--- src/rtl/status_fifo.sv ---
`timescale 1ns/1ps
`default_nettype none
// ============================================================================
// Module   : status_fifo
// Purpose  : Show-ahead synchronous FIFO of arbitrary depth with occupancy,
//            almost-full/almost-empty thresholds and sticky error flags.
// Revision : 1.0 - initial release
// ============================================================================
module status_fifo #(
    parameter int WIDTH  = 8,
    parameter int DEPTH  = 8,
    parameter int AFULL  = DEPTH - 2,
    parameter int AEMPTY = 2,
    parameter int PTRWID = $clog2(DEPTH),
    parameter int CNTWID = $clog2(DEPTH + 1)
) (
    input  logic              clk,
    input  logic              rst,
    input  logic              push,
    input  logic              pop,
    input  logic [WIDTH-1:0]  data_in,
    input  logic              clr_err,
    output logic [WIDTH-1:0]  data_out,
    output logic              full,
    output logic              empty,
    output logic              almost_full,
    output logic              almost_empty,
    output logic [CNTWID-1:0] count,
    output logic              overflow,
    output logic              underflow
);

    localparam logic [PTRWID-1:0] c_last_ptr = PTRWID'(DEPTH - 1);
    localparam logic [PTRWID-1:0] c_ptr_one  = PTRWID'(1);
    localparam logic [CNTWID-1:0] c_depth    = CNTWID'(DEPTH);
    localparam logic [CNTWID-1:0] c_cnt_one  = CNTWID'(1);
    localparam logic [CNTWID-1:0] c_afull    = CNTWID'(AFULL);
    localparam logic [CNTWID-1:0] c_aempty   = CNTWID'(AEMPTY);

    logic [WIDTH-1:0]  r_mem [DEPTH];
    logic [PTRWID-1:0] r_wr_ptr;
    logic [PTRWID-1:0] r_rd_ptr;
    logic [CNTWID-1:0] r_count;
    logic              r_overflow;
    logic              r_underflow;

    logic w_full;
    logic w_empty;
    logic w_do_push;
    logic w_do_pop;
    logic w_ovf_event;
    logic w_udf_event;

    assign w_full  = (r_count == c_depth);
    assign w_empty = (r_count == '0);

    // A push into a full FIFO is still accepted when a pop frees the head slot.
    assign w_do_push   = push & (~w_full | pop);
    assign w_do_pop    = pop & ~w_empty;
    assign w_ovf_event = push & w_full & ~pop;
    assign w_udf_event = pop & w_empty;

    always_ff @(posedge clk) begin
        if (rst) begin
            r_wr_ptr    <= '0;
            r_rd_ptr    <= '0;
            r_count     <= '0;
            r_overflow  <= 1'b0;
            r_underflow <= 1'b0;
        end else begin
            if (w_do_push) begin
                r_wr_ptr <= (r_wr_ptr == c_last_ptr) ? '0 : r_wr_ptr + c_ptr_one;
            end
            if (w_do_pop) begin
                r_rd_ptr <= (r_rd_ptr == c_last_ptr) ? '0 : r_rd_ptr + c_ptr_one;
            end
            case ({w_do_push, w_do_pop})
                2'b10:   r_count <= r_count + c_cnt_one;
                2'b01:   r_count <= r_count - c_cnt_one;
                default: r_count <= r_count;
            endcase
            // An error in the same cycle as the clear keeps its flag set.
            r_overflow  <= (clr_err ? 1'b0 : r_overflow)  | w_ovf_event;
            r_underflow <= (clr_err ? 1'b0 : r_underflow) | w_udf_event;
        end
    end

    always_ff @(posedge clk) begin
        if (w_do_push && !rst) begin
            r_mem[r_wr_ptr] <= data_in;
        end
    end

    assign data_out     = w_empty ? '0 : r_mem[r_rd_ptr];
    assign full         = w_full;
    assign empty        = w_empty;
    assign almost_full  = (r_count >= c_afull);
    assign almost_empty = (r_count <= c_aempty);
    assign count        = r_count;
    assign overflow     = r_overflow;
    assign underflow    = r_underflow;

endmodule
`default_nettype wire

--- config.mk ---
export PLATFORM = sky130hd
export DESIGN_NAME = status_fifo
export DESIGN_NICKNAME = d
export VERILOG_FILES = /design/src/rtl/status_fifo.sv
export SDC_FILE = /design/constraint.sdc
export NUM_CORES = 1
export LEC_CHECK = 0
export CAP_MARGIN = 25
export CORE_MARGIN = 2
export CORE_UTILIZATION = 35
export DETAILED_ROUTE_END_ITERATION = 12
export PLACE_DENSITY = 0.57
export SETUP_SLACK_MARGIN = 0.15
export SLEW_MARGIN = 20
export SYNTH_ARGS = -nofsm -noshare
export SYNTH_HDL_FRONTEND = slang
export SYNTH_SLANG_ARGS = --single-unit
--- constraint.sdc ---
create_clock -name clk -period 5.9 [get_ports clk]
set_clock_uncertainty 0.05 [all_clocks]
set_input_delay 0.885 -clock clk [delete_from_list [all_inputs] [get_ports clk]]
set_output_delay 0.885 -clock clk [all_outputs]
set_load 0.005 [all_outputs]
==> results of run 1 <==
## sequential cells by signal, summed over array words and instances, names as in the netlist, named ones only
| register | count |
|---|---|
| overflow | 1 |
| count | 4 |
| r_mem | 64 |
| r_wr_ptr | 3 |
| r_rd_ptr | 3 |
| underflow | 1 |
## where the power goes
group	leakage, nW	internal (W)	switching (W)
Clock	0.0861	0.000192	0.000181
Sequential	0.701	0.000636	0.0000461
Combinational	0.474	0.000284	0.000196
Total	1.26	0.00111	0.000424
## layer usage
layer,vias up,GRT usage
li1,798,-
met1,847,0.164
met2,42,0.211
met3,8,0.0299
met4,0,0.0738
met5,-,0
## critical path: cells and delay by family, from the launching register on
family / cells / cell delay (ps)
buffers and inverters: 1 / 450
muxes: 2 / 590
DFF: 1 / 890
and+or+nand+nor: 1 / 60
## metrics by stage
stage	cell area [um^2]	setup WS, ps	util
floorplan	3220	3300	-
CTS	3810	2540	0.433
global placement	3630	2450	0.412
detailed placement	3630	2280	0.412
finish	3820	2630	0.434
global route	3820	2470	0.434
## placed cells by master, fill, tap and decap left out, types with 2 or more instances in the layout
| master | instances |
|---|---|
| edfxtp_1 | 64 |
| clkdlybuf4s50_1 | 30 |
| nor2_1 | 23 |
| mux4_2 | 16 |
| dfxtp_1 | 15 |
| mux2i_1 | 12 |
| clkbuf_8 | 9 |
| a21oi_1 | 8 |
| ha_1 | 7 |
| nor2b_1 | 5 |
| nand2_1 | 4 |
| or3_2 | 4 |
| nand2b_1 | 3 |
| xor2_1 | 3 |
| clkinv_1 | 3 |
| inv_1 | 2 |
| or3b_2 | 2 |
| nor3_2 | 2 |
| clkbuf_1 | 2 |
| buf_4 | 2 |
## worst max path at each step
stage               startpoint     endpoint  slack, ps
finish                    flop  data_out[2]       2630
global route              flop  data_out[1]       2470
detailed placement         rst  r_mem[0][0]       2280
floorplan             count[1]     count[3]       3300
global placement           rst  r_mem[2][0]       2450
CTS                       flop  data_out[1]       2540
## cells by family after synthesis
kind of cell,after synthesis,share of synthesized area
compound gates,14,0.0288
xor+xnor,3,0.00817
fa+ha+maj,7,0.0272
buf+inv,10,0.0163
flops,79,0.691
mux,29,0.153
simple gates,47,0.0758
## final cells by class
class / instances / area (um^2)
timing repair buffer: 32 / 315
fill: 763 / 4990
multi-input combinational: 100 / 958
sequential: 79 / 2220
inverter: 2 / 7.51
tap: 108 / 135
clock inverter: 5 / 48.8
clock buffer: 11 / 131
==> summary.md, run 1 <==
| Metric | Value |
|---|---|
| Placer Congestion | `0.713` |
| Setup TNS | `0 ps` |
| Post-Syn Instances | `189` |
| R2r worst-path depth | `11` |
| Antenna diodes | `0` |
| H-tree Lvls | `3` |
| Largest net degree at the start of global routing | `17` |
| Core area | `0.00881 mm^2` |
| DR DRC count | `0` |
| Status | `finished clean` |
| Period Utilization, post-route | `0.554` |
| Crit path kind | `flop to output pin` |
| Post-DRT Antenna Nets | `0` |
| Total placed cells including tap cells | `321` |
| Num ports | `31` |
| Die ar. | `0.00997 mm^2` |
| CP arrival | `2330 ps` |
| Post-synthesis sequential area ratio | `0.691` |
| Primary FF master, synth | `edfxtp_1` |
| Cells on Worst Hold Path | `2` |
| Worst slew margin | `0.342` |
| Cell Chain, Critical Path | `mux4_2 > mux2i_1 > nor2_1 > clkdlybuf4s50_1` |
| Hold Violations, Final | `0` |
| Fin nets | `244` |
| Endpoints failing setup | `0` |
| Detailed-router iteration count before antenna repair | `5` |
| Post-DR wirelength/cell | `17.6 um` |
| Max clock buf depth | `2` |
| Vias in the first global route | `1802` |
| Synth warnings | `0` |
| Height of the die | `99.9 um` |
| Most numerous cell in the Yosys netlist | `edfxtp_1` |
| RSZ-0062 raised after global routing | `no` |
| Width of the die | `99.9 um` |
| Pwr/cell area | `402 mW/mm^2` |
| Hpwl dp | `3780 um` |
| Post-Synthesis Net Count | `209` |
| DR WL met2 | `3070 um` |
| Mean Syn Cell Area | `17.0 um^2` |
| Root Buffer | `clkbuf_8` |
| Finished Layout Cells | `337` |
| Initial antenna violation count | `0` |
| Final Max Tran Viols | `0` |
| Hold WS | `443 ps` |
| Congestion Overflow GR | `0` |
| Total global-route track usage | `0.131` |
| Worst r2r src | `count[2]` |
| Synth Cell Area | `0.00322 mm^2` |
| Initial DRC Count | `126` |
| Area grow syn2layout | `18.7%` |
| Final critical-path required period | `3270 ps` |
| Fmax | `306 MHz` |
| WL final | `5950 um` |
| Initial Utilization | `0.365` |
| EDFF count, synth | `64` |
| Overall Power | `0.00154 W` |
| VDD IR max | `0.279 mV` |
| Post-synth ARST share | `0` |
| Reg2reg end | `count[2]` |
| Share of layout cells above drive strength 1 | `0.188` |
| Synth Register Bits | `79` |
| Vias | `1695` |
| Synth cell count leaders | `edfxtp_1 (64), nor2_1 (23), mux4_2 (16), dfxtp_1 (15), mux2i_1 (12)` |
| Post-synth cell types | `32` |
| Setup bufs post-CTS | `0` |
| Top area cells in the synthesized netlist | `edfxtp_1 (60%), mux4_2 (11%), dfxtp_1 (9.3%), mux2i_1 (3.7%), ha_1 (2.7%)` |
| Critical Path RT | `4970 ps` |
| Max FO, Critical Path | `16` |
| Yosys top cell by area | `edfxtp_1` |
| Routed length on met1 | `2580 um` |
| Rows | `34` |
| Clk sinks | `79` |
| Met3 WL post-DR | `210 um` |
| Vias per cell | `5.03` |
| CTS tree | `built` |
| Synth top area share | `0.597` |
| Worst hold-check path type | `flop to flop` |
| Reg clk slew, reported paths | `70 ps` |
| Top sig layer | `met4` |
| Inserted Clock Buffers | `9` |
| CTS resizes | `0` |
| Port Buf Inserts | `30` |
| # hold bufs at CTS | `0` |
| Slew @ Worst Pin | `983 ps` |
| Static Leak | `1.26 nW` |
| Largest stage delay, worst path | `890 ps` |
| Worst-skew pair later-pin latency | `340 ps` |
| Max-cap violations | `0` |
| CP startpoint kind | `flop` |
| Global-route wire length before repair | `9420 um` |
| Reg-to-reg slack, setup | `3110 ps` |
| Slowest cell on crit path | `dfxtp_1` |
| Hold path startpoint | `r_rd_ptr[1]` |
| Hold EP | `r_rd_ptr[1]` |
| CP Capture Type | `output pin` |
(Power assumes the default switching activity.)
==> run 2: changes to the inputs <==
clock period = 3.12 ns   (was 5.9 ns; I/O delays follow)
==> run 2 against run 1 <==
Critical path depth is 2 higher. Register-to-register slack got worse by 2800 ps. Clock power rose by 71%.
==> summary.md, run 2 (synthesis gave the netlist of run 1 again) <==
| Metric | Value |
|---|---|
| Final Util | `0.439 (was 0.434)` |
| Status | `finished clean (unchanged)` |
| Worst slew margin | `0.599 (was 0.342)` |
| Inserted Clock Buffers | `9 (unchanged)` |
| Max-cap violations | `0 (unchanged)` |
| CP arrival | `2950 ps (was 2330 ps)` |
| # hold bufs at CTS | `0 (unchanged)` |
| Placer Congestion | `0.685 (was 0.713)` |
| Hold WS | `437 ps (was 443 ps)` |
| Vias in the first global route | `1682 (was 1802)` |
| Endpoints failing setup | `0 (unchanged)` |
| Total placed cells including tap cells | `331 (was 321)` |
| Largest net degree at the start of global routing | `17 (unchanged)` |
| Most frequent cells in the layout | `edfxtp_1 (64), clkdlybuf4s50_1 (30), nor2_1 (23) (unchanged)` |
| CP startpoint kind | `flop (unchanged)` |
| Reg2reg end | `count[3] (was count[2])` |
| Most flop-heavy register | `r_mem (unchanged)` |
| Clk sinks | `79 (unchanged)` |
| Detailed-router iteration count before antenna repair | `4 (was 5)` |
| Total global-route track usage | `0.126 (was 0.131)` |
| Setup TNS | `0 ps (unchanged)` |
| H-tree Lvls | `3 (unchanged)` |
| Height of the die | `99.9 um (unchanged)` |
| Die ar. | `0.00997 mm^2 (unchanged)` |
| Num ports | `31 (unchanged)` |
| Hpwl dp | `3690 um (was 3780 um)` |
| Antenna diodes | `0 (unchanged)` |
| Max FFs per register | `64 (unchanged)` |
| Setup bufs post-CTS | `0 (unchanged)` |
| Most common cell after layout, fill and taps aside | `edfxtp_1 (unchanged)` |
| Share of layout cells above drive strength 1 | `0.226 (was 0.188)` |
| RSZ-0062 raised after global routing | `no (unchanged)` |
| Critical Path End | `count[3] (was data_out[2])` |
| DR DRC count | `0 (unchanged)` |
| Worst r2r src | `count[2] (unchanged)` |
| Fin nets | `254 (was 244)` |
| Period Utilization, post-route | `0.885` |
| Critical Path Source | `count[2]` |
| Static Leak | `1.30 nW (was 1.26 nW)` |
| Rows | `34 (unchanged)` |
| Hold Violations, Final | `0 (unchanged)` |
| Root Buffer | `clkbuf_8 (unchanged)` |
| Port Buf Inserts | `30 (unchanged)` |
| Initial DRC Count | `74 (was 126)` |
| Fmax | `362 MHz` |
| Global-route wire length before repair | `9050 um (was 9420 um)` |
| Final Max Tran Viols | `0 (unchanged)` |
| Congestion Overflow GR | `0 (unchanged)` |
| CTS tree | `built (unchanged)` |
| CP Capture Type | `flop (was output pin)` |
| Slew @ Worst Pin | `601 ps (was 983 ps)` |
| Crit path kind | `flop to flop (was flop to output pin)` |
| VDD IR max | `0.588 mV (was 0.279 mV)` |
| Vias | `1674 (was 1695)` |
| Post-DRT Antenna Nets | `0 (unchanged)` |
| Width of the die | `99.9 um (unchanged)` |
| Post-DR wirelength/cell | `16.7 um (was 17.6 um)` |
| WL final | `5810 um (was 5950 um)` |
| FILL cells | `772 (was 763)` |
| R2r worst-path depth | `6 (was 11)` |
| Initial Utilization | `0.365 (unchanged)` |
| Vias per cell | `4.82 (was 5.03)` |
| Max clock buf depth | `2 (unchanged)` |
| Max FO, Critical Path | `10 (was 16)` |
| Worst hold-check path type | `flop to flop (unchanged)` |
| Pwr/cell area | `732 mW/mm^2 (was 402 mW/mm^2)` |
| Area grow syn2layout | `20.3% (was 18.7%)` |
| CTS resizes | `0 (unchanged)` |
| Critical Path RT | `3310 ps (was 4970 ps)` |
| Final critical-path required period | `2760 ps` |
| Reg clk slew, reported paths | `80 ps (was 70 ps)` |
| Worst-skew pair later-pin latency | `340 ps (about the same)` |
| Core area | `0.00881 mm^2 (unchanged)` |
| Reg-to-reg slack, setup | `360 ps (was 3110 ps)` |
| Finished Layout Cells | `347 (was 337)` |
| Initial antenna violation count | `0 (unchanged)` |
run 2: cell types whose count changed in the layout (fill, tap and decap cells not counted), sizes merged:
cell,before,now
buf,2,12
bufinv,1,0
clkinv,3,4
run 2: final cells by class:
type	instances	area, um^2	area share
multi-input cells	100	948	0.245
clock inverters	5	35.0	0.00905
inverters	2	7.51	0.00194
flip-flops and latches	79	2220	0.574
repair buffers	42	390	0.101
clock buffers	11	131	0.0339
well taps	108	135	0.0349
run 2: worst min-delay path by stage:
stage,from,endpoint,slack [ps],cells past startpoint
finish,r_rd_ptr[1],r_rd_ptr[1],440,2
global route,r_rd_ptr[1],r_rd_ptr[1],490,2
CTS,r_rd_ptr[1],r_rd_ptr[1],450,2
detailed placement,r_rd_ptr[1],r_rd_ptr[1],430,2
global placement,r_rd_ptr[1],r_rd_ptr[1],440,2
floorplan,r_rd_ptr[1],flop,400,2
run 2: per-layer routing:
metal | track usage | up-vias | share of wire
li1 | - | 816 | -
met1 | 0.164 | 811 | 0.47
met2 | 0.198 | 42 | 0.46
met3 | 0.0446 | 5 | 0.053
met4 | 0.0411 | 0 | 0.011
met5 | 0 | - | 0
run 2: power breakdown:
group	total (W)	leakage (nW)	switching, W	internal, W
registers	0.00127	0.701	0.0000676	0.00120
clock network	0.000637	0.0833	0.000348	0.000289
logic	0.000926	0.521	0.000383	0.000543
run 2: worst max-delay path: stages, from the launching register on:
cell     delay, ps
dfxtp_1        400
or4b_4         600
o21ai_4        250
ha_1           340
or3_2          490
o32ai_1        140
mux2_2         370
run 2: per-stage QoR:
stage	power [W]	area, um^2	setup slack, ps
floorplan	0.00182	3220	525
global placement	0.00224	3700	327
detailed placement	0.00224	3700	295
CTS	0.00289	3870	341
global route	0.00301	3870	184
finish	0.00283	3870	359
